==> config.mk <==
export PLATFORM = sky130hd
export DESIGN_NAME = scpu_spi_rx
export DESIGN_NICKNAME = d
export VERILOG_FILES = /design/src/rtl/scpu_spi_rx_pkg.sv /design/src/rtl/scpu_spi_rx_edge.sv /design/src/rtl/scpu_spi_rx.sv
export SDC_FILE = /design/constraint.sdc
export NUM_CORES = 1
export LEC_CHECK = 0
export CAP_MARGIN = 30
export CORE_ASPECT_RATIO = 1.2
export CORE_MARGIN = 1.5
export CORE_UTILIZATION = 23
export CTS_CLUSTER_DIAMETER = 40
export DETAILED_ROUTE_END_ITERATION = 8
export HOLD_SLACK_MARGIN = 0.02
export PLACE_DENSITY = 0.5
export SLEW_MARGIN = 20
export SYNTH_ARGS = -nofsm -noshare
export SYNTH_HDL_FRONTEND = slang
export SYNTH_HIERARCHICAL = 1
export SYNTH_SLANG_ARGS = --single-unit
==> constraint.sdc <==
create_clock -name CLK -period 3.2 [get_ports CLK]
set_input_delay 0.64 -clock CLK [delete_from_list [all_inputs] [get_ports CLK]]
set_output_delay 0.64 -clock CLK [all_outputs]
set_load 0.01 [all_outputs]
==> src/rtl/scpu_spi_rx_pkg.sv <==
// scpu_spi_rx shared types: receiver state encoding and ERR_CODE values.
// Ports: none (package only).
package scpu_spi_rx_pkg;

  typedef enum logic [1:0] {
    S_IDLE = 2'd0,
    S_CAP  = 2'd1,
    S_SHF  = 2'd2,
    S_DROP = 2'd3
  } state_t;

  localparam logic [1:0] ERR_NONE  = 2'b00;
  localparam logic [1:0] ERR_LEN   = 2'b01;
  localparam logic [1:0] ERR_PHASE = 2'b10;
  localparam logic [1:0] ERR_OVLP  = 2'b11;

endpackage

==> src/rtl/scpu_spi_rx_edge.sv <==
// Link input sampler: optional 2-flop sync (SCPU_SPI_RX_SYNC_EN), r1/r2, rise.
// Ports: clk, rst_n, i_d (raw link input), o_lvl (r1 level), o_rise (r1 & ~r2).
module scpu_spi_rx_edge (
  input  logic clk,
  input  logic rst_n,
  input  logic i_d,
  output logic o_lvl,
  output logic o_rise
);

  logic w_in;
  logic r1;
  logic r2;

`ifdef SCPU_SPI_RX_SYNC_EN
  logic r_s0;
  logic r_s1;

  always_ff @(posedge clk or negedge rst_n) begin
    if (!rst_n) begin
      r_s0 <= 1'b0;
      r_s1 <= 1'b0;
    end else begin
      r_s0 <= i_d;
      r_s1 <= r_s0;
    end
  end

  assign w_in = r_s1;
`else
  assign w_in = i_d;
`endif

  always_ff @(posedge clk or negedge rst_n) begin
    if (!rst_n) begin
      r1 <= 1'b0;
      r2 <= 1'b0;
    end else begin
      r1 <= w_in;
      r2 <= r1;
    end
  end

  assign o_lvl  = r1;
  assign o_rise = r1 & ~r2;

endmodule

==> src/rtl/scpu_spi_rx.sv <==
// SCPU analog-config link receiver: two-phase deserializer, LAT-framed words.
// Ports: CLK, RST_N, SPI_SI, SCLK1, SCLK2, LAT, ERR_CLR in; DATA_OUT, DATA_VLD,
// BUSY, FRAME_ERR, ERR_CODE out. Optional SCPU_SPI_RX_SYNC_EN adds input sync.
module scpu_spi_rx
  import scpu_spi_rx_pkg::*;
#(
  parameter int DATA_WIDTH = 16
) (
  input  logic                  CLK,
  input  logic                  RST_N,
  input  logic                  SPI_SI,
  input  logic                  SCLK1,
  input  logic                  SCLK2,
  input  logic                  LAT,
  input  logic                  ERR_CLR,
  output logic [DATA_WIDTH-1:0] DATA_OUT,
  output logic                  DATA_VLD,
  output logic                  BUSY,
  output logic                  FRAME_ERR,
  output logic [1:0]            ERR_CODE
);

  localparam int CW = $clog2(DATA_WIDTH + 2);
  localparam logic [CW-1:0] C_FULL = CW'(DATA_WIDTH);
  localparam logic [CW-1:0] C_SAT  = CW'(DATA_WIDTH + 1);

  logic w_s1_lvl, w_s1_rise;
  logic w_s2_lvl, w_s2_rise;
  logic w_lat_rise, w_unused_lat_lvl;
  logic w_si_in;
  logic r_si;

  scpu_spi_rx_edge u_s1 (
    .clk(CLK), .rst_n(RST_N), .i_d(SCLK1),
    .o_lvl(w_s1_lvl), .o_rise(w_s1_rise)
  );

  scpu_spi_rx_edge u_s2 (
    .clk(CLK), .rst_n(RST_N), .i_d(SCLK2),
    .o_lvl(w_s2_lvl), .o_rise(w_s2_rise)
  );

  scpu_spi_rx_edge u_lat (
    .clk(CLK), .rst_n(RST_N), .i_d(LAT),
    .o_lvl(w_unused_lat_lvl), .o_rise(w_lat_rise)
  );

`ifdef SCPU_SPI_RX_SYNC_EN
  logic r_si_s0;
  logic r_si_s1;

  always_ff @(posedge CLK or negedge RST_N) begin
    if (!RST_N) begin
      r_si_s0 <= 1'b0;
      r_si_s1 <= 1'b0;
    end else begin
      r_si_s0 <= SPI_SI;
      r_si_s1 <= r_si_s0;
    end
  end

  assign w_si_in = r_si_s1;
`else
  assign w_si_in = SPI_SI;
`endif

  // Data level aligned with the r1 stage of SCLK1.
  always_ff @(posedge CLK or negedge RST_N) begin
    if (!RST_N) r_si <= 1'b0;
    else        r_si <= w_si_in;
  end

  state_t                r_state, w_state_nx;
  logic                  r_master, w_master_nx;
  logic [DATA_WIDTH-1:0] r_shift, w_shift_nx;
  logic [CW-1:0]         r_cnt, w_cnt_nx;
  logic [DATA_WIDTH-1:0] r_data, w_data_nx;
  logic                  r_vld, w_vld;
  logic                  r_ferr;
  logic [1:0]            r_code;

  logic                  w_err;
  logic [1:0]            w_code;
  logic                  w_lat_go;
  logic [DATA_WIDTH-1:0] w_sh_data;
  logic [CW-1:0]         w_sh_cnt;
  logic [DATA_WIDTH-1:0] w_lat_data;
  logic [CW-1:0]         w_lat_cnt;
  logic                  w_ovlp;

  assign w_ovlp    = w_s1_lvl & w_s2_lvl;
  assign w_sh_data = {r_shift[DATA_WIDTH-2:0], r_master};
  assign w_sh_cnt  = (r_cnt == C_SAT) ? r_cnt : r_cnt + CW'(1);

  // A LAT coincident with the final SCLK2 sees the post-shift frame.
  assign w_lat_data = (r_state == S_CAP) ? w_sh_data : r_shift;
  assign w_lat_cnt  = (r_state == S_CAP) ? w_sh_cnt  : r_cnt;

  always_comb begin
    w_state_nx  = r_state;
    w_master_nx = r_master;
    w_shift_nx  = r_shift;
    w_cnt_nx    = r_cnt;
    w_data_nx   = r_data;
    w_vld       = 1'b0;
    w_err       = 1'b0;
    w_code      = ERR_NONE;
    w_lat_go    = 1'b0;
    if (w_ovlp && r_state != S_DROP) begin
      w_err      = 1'b1;
      w_code     = ERR_OVLP;
      w_state_nx = S_DROP;
    end else begin
      unique case (r_state)
        S_IDLE: begin
          if (w_s1_rise) begin
            w_master_nx = r_si;
            w_state_nx  = S_CAP;
          end else if (w_s2_rise) begin
            w_err      = 1'b1;
            w_code     = ERR_PHASE;
            w_state_nx = S_DROP;
          end
        end
        S_CAP: begin
          if (w_s1_rise) begin
            w_err      = 1'b1;
            w_code     = ERR_PHASE;
            w_state_nx = S_DROP;
          end else if (w_s2_rise) begin
            w_shift_nx = w_sh_data;
            w_cnt_nx   = w_sh_cnt;
            w_state_nx = S_SHF;
            w_lat_go   = w_lat_rise;
          end else if (w_lat_rise) begin
            w_err      = 1'b1;
            w_code     = ERR_LEN;
            w_state_nx = S_IDLE;
            w_cnt_nx   = '0;
          end
        end
        S_SHF: begin
          if (w_s1_rise) begin
            w_master_nx = r_si;
            w_state_nx  = S_CAP;
          end else if (w_s2_rise) begin
            w_err      = 1'b1;
            w_code     = ERR_PHASE;
            w_state_nx = S_DROP;
          end else begin
            w_lat_go = w_lat_rise;
          end
        end
        S_DROP: begin
          if (w_lat_rise) begin
            w_state_nx = S_IDLE;
            w_cnt_nx   = '0;
          end
        end
        default: w_state_nx = S_IDLE;
      endcase
    end
    if (w_lat_go) begin
      if (w_lat_cnt == C_FULL) begin
        w_vld     = 1'b1;
        w_data_nx = w_lat_data;
      end else begin
        w_err  = 1'b1;
        w_code = ERR_LEN;
      end
      w_state_nx = S_IDLE;
      w_cnt_nx   = '0;
    end
  end

  always_ff @(posedge CLK or negedge RST_N) begin
    if (!RST_N) begin
      r_state  <= S_IDLE;
      r_master <= 1'b0;
      r_shift  <= '0;
      r_cnt    <= '0;
      r_data   <= '0;
      r_vld    <= 1'b0;
      r_ferr   <= 1'b0;
      r_code   <= ERR_NONE;
    end else begin
      r_state  <= w_state_nx;
      r_master <= w_master_nx;
      r_shift  <= w_shift_nx;
      r_cnt    <= w_cnt_nx;
      r_data   <= w_data_nx;
      r_vld    <= w_vld;
      // First error since clear is held; a new error beats a same-cycle clear.
      if (w_err) begin
        r_ferr <= 1'b1;
        if (!r_ferr || ERR_CLR) r_code <= w_code;
      end else if (ERR_CLR) begin
        r_ferr <= 1'b0;
        r_code <= ERR_NONE;
      end
    end
  end

  assign DATA_OUT  = r_data;
  assign DATA_VLD  = r_vld;
  assign BUSY      = (r_state != S_IDLE);
  assign FRAME_ERR = r_ferr;
  assign ERR_CODE  = r_code;

endmodule

==> results.md <==
* Status: finished, final reports clean
* CORE AREA at 11,100 sq um
* Vias per inst at around 4.3
* FF-to-FF setup slack at slightly below 0.6 ns
* Final Cycle Share at 81.4%
* CTS resizes at 0
* Crit path required time at 3.38 ns
* Mean Syn Cell Area at 12.7 sq um
* Die Y at 121 microns
* Clk slew on worst S/H paths at 0.07 ns
* Routed len/inst at 13.3 microns
* CP max stage cell: ha_1
* Postcts setup bufs at 0
* Worst-skew pair later-pin latency at 0.29 ns
* CP Launch Type: flip-flop
* Post-DRT Antenna Nets at 0
* Async set-reset flop share out of synthesis at 100%
* Worst Path Arrival at 2.78 ns
* Starting density of the core at 23.9%
* Fill cells at roughly 1,200
* Hold Path Class: input port to async pin
* Total CTS buffers at 5
* Crit path cell chain: inv_1 > ha_1 > mux2i_1 > or3_4 > nor3_4 > buf_4 > mux2_2
* Cell Area, Synth at approximately 2700 sq um
* Fmax at 384 MHz
* MaxCap Viol Count at 0
* Vias in the first global route at 1,713
* Largest cells by area after synthesis: dfrtp_1 (48%), mux2_2 (17%), mux2_4 (5.6%), ha_1 (2.8%), o21ai_0 (1.9%)
* Placement row count at 42
* Sink Count at between 50 and 60
* CP delay by family, top: simple AND/OR/NAND/NOR gates
* Antenna violations before repair at 0
* Layout net count at 252
* Synth Net Count at 223
* Via count at roughly 1,700
* Final wirelength at approximately 5.2 mm
* CP peak stage delay at 0.49 ns
* RSZ-0062 raised after global routing: no
* Synth top area share at 48.0%
* CP Class: flip-flop to flip-flop
* Top fanout value on the critical path at 17
* Iter 0 DRT Violations at 84
* R2R cell count at 7
* Synth area leader: dfrtp_1
* Die Width at 101 microns
* Die area at 12,200 sq um
* TNS Setup at 0 ns
* Finished Core Util at 29.1%
* GRT Overall Usage at a little under a tenth
* Layout overhead on the synthesized area at 21.8%
* Syn. warnings at 6
* Hold-fix buffer count after cts at 0
* R2R Path End: DATA_OUT[0]$_DFFE_PN0P_
* Final min period at 2.60 ns
* Slew at the pin with the worst max-slew slack at 0.742 ns
* Total iterations of the first detailed-routing run at 4
* CTS H-tree depth at 2
* Overflow after GRT at 0
* First-pass GRT wire length at ~8.8 mm
* Max Slew Vio Count at 0
* Port buffer count at 27
* Post-synth EDFFs at 0
* Area occupied by multi-input gates at ~1300 sq um
* Peak VDD IR at 0.256 mV
* Final-report setup violation count at 0
* Distinct cells, synth at 47
* Reg2reg start: r_state[1]$_DFFE_PN0P_
* Pwr/cell area at slightly below 600 nW/um^2
* CTS Root Cell: clkbuf_16
* Leakage at 0.00142 uW
* Max_slew headroom at 50.5%
* Max Root-Sink Buffers at 2
* Layout Skew at ~0.010 ns
* Post-Syn Instances at 210
* DRC viols at 0
* Diodes inserted at 0
* Fraction of layout cells with a size suffix above 1 at 31.7%
* Flops & latches, synth at 51
* Synth top cells by count: dfrtp_1 (51), mux2_2 (40), mux2_4 (10), o21ai_0 (10), inv_1 (9)
* CP Buf/Inv Count at 2
* Register area share after synthesis at 48.0%
* Hold Vio Cnt, Final at 0
* Detail Placement HPWL at between 3 and 4 mm
* Ys flop type: dfrtp_1
* Largest net degree at the start of global routing at 28
* Top-count cell post-synth: dfrtp_1
* CTS tree: built
* Boundary Pins at 28
* CP Capture Type: flip-flop
* GPL Wtd Cong at 0.715
* Storage cell area at 1280 sq um
worst register-to-register path, delay by kind of cell, from the launching register on:
family | cells | cell delay [ns]
simple gates | 2 | 0.61
buf+inv | 2 | 0.40
mux | 2 | 0.59
flops | 1 | 0.41
fa+ha+maj | 1 | 0.49
where the power goes:
part,leakage [uW],switching (uW),internal [uW]
Sequential,0.000680,74.9,717
Combinational,0.000666,290,282
Clock,0.0000748,250,297
Total,0.00142,614,1300
final cells by class:
class,instances,share of cell area [%]
multi-input cells,140,39.6
flip-flops and latches,51,39.4
repair buffers,32,9.35
well taps,154,5.95
clock buffers,5,3.86
inverters,9,1.04
clock inverters,3,0.811
metrics by stage:
stage,instance area (sq um),std cells,total power [uW],hold WS (ns),worst slack [ns]
3_3_place_gp,3090,386,1380,0.368,0.684
3_5_place_dp,3090,386,1380,0.367,0.587
4_1_cts,3240,394,1940,0.387,0.562
6_report,3240,394,1910,0.358,0.595
5_1_grt,3240,394,2040,0.404,0.398
2_1_floorplan,2660,210,1200,0.344,0.892
worst max path at each step:
stage                     cells after the start                  endpoint                   start
after floorplan                               7  DATA_OUT[10]$_DFFE_PN0P_    r_cnt[0]$_DFFE_PN0P_
after global placement                        7   DATA_OUT[0]$_DFFE_PN0P_  r_state[1]$_DFFE_PN0P_
after detailed placement                      7  DATA_OUT[15]$_DFFE_PN0P_  r_state[1]$_DFFE_PN0P_
after CTS                                     7  DATA_OUT[15]$_DFFE_PN0P_  r_state[1]$_DFFE_PN0P_
after global routing                          7  DATA_OUT[15]$_DFFE_PN0P_  r_state[1]$_DFFE_PN0P_
final                                         7   DATA_OUT[0]$_DFFE_PN0P_  r_state[1]$_DFFE_PN0P_
layer usage:
| metal | part of all wire (%) | wire (microns) | GRT usage [%] | vias to the layer above |
|---|---|---|---|---|
| met1 | 48 | 2500 | 12.3 | 858 |
| met3 | 2.9 | 152 | 1.97 | 4 |
| met2 | 49 | 2550 | 14.7 | 20 |
| li1 | - | - | - | 824 |
| met4 | 0.88 | 46 | 2.60 | 0 |
| met5 | 0 | 0 | 0 | - |
sequential cells by signal, summed over array words and instances, names as in the netlist:
name         count
r_cnt            5
u_s1/o_lvl       1
u_lat/o_lvl      1
r_si             1
DATA_VLD         1
r_state          2
FRAME_ERR        1
DATA_OUT        16
u_s1/r2          1
u_lat/r2         1
u_s2/r2          1
r_shift         16
u_s2/o_lvl       1
r_master         1
ERR_CODE         2
placed cells by master (no fill, tap or decap), types with 2 or more instances in the layout:
cell / synthesis / routed
nand2_1: 6 / 6
nor3b_1: 2 / 2
nor2b_1: 5 / 5
nor3_1: 3 / 3
inv_1: 9 / 9
clkbuf_16: 0 / 5
a311oi_1: 2 / 2
ha_1: 6 / 6
nor2_1: 5 / 5
mux2_2: 40 / 40
a221oi_1: 3 / 3
o21ai_0: 10 / 10
a31oi_1: 2 / 2
a21oi_1: 6 / 6
mux2i_1: 3 / 3
a22o_1: 2 / 2
nand3_1: 4 / 4
or2_2: 3 / 3
nor2b_4: 3 / 3
inv_6: 0 / 2
o31ai_1: 2 / 2
mux2_4: 10 / 10
clkdlybuf4s50_1: 0 / 26
dfrtp_1: 51 / 51
buf_4: 1 / 5
and2_1: 3 / 3
kinds of logic after synthesis:
kind of cell	count (synthesis)	share of synthesized area, %
AND/OR/NAND/NOR	44	11.5
flip-flops	51	48.0
buffers and inverters	19	3.81
adder cells (fa/ha/maj)	6	2.82
multiplexers	53	23.7
AO/OA/AOI/OAI	37	10.2
No activity file was read; power rests on OpenSTA's default activity.
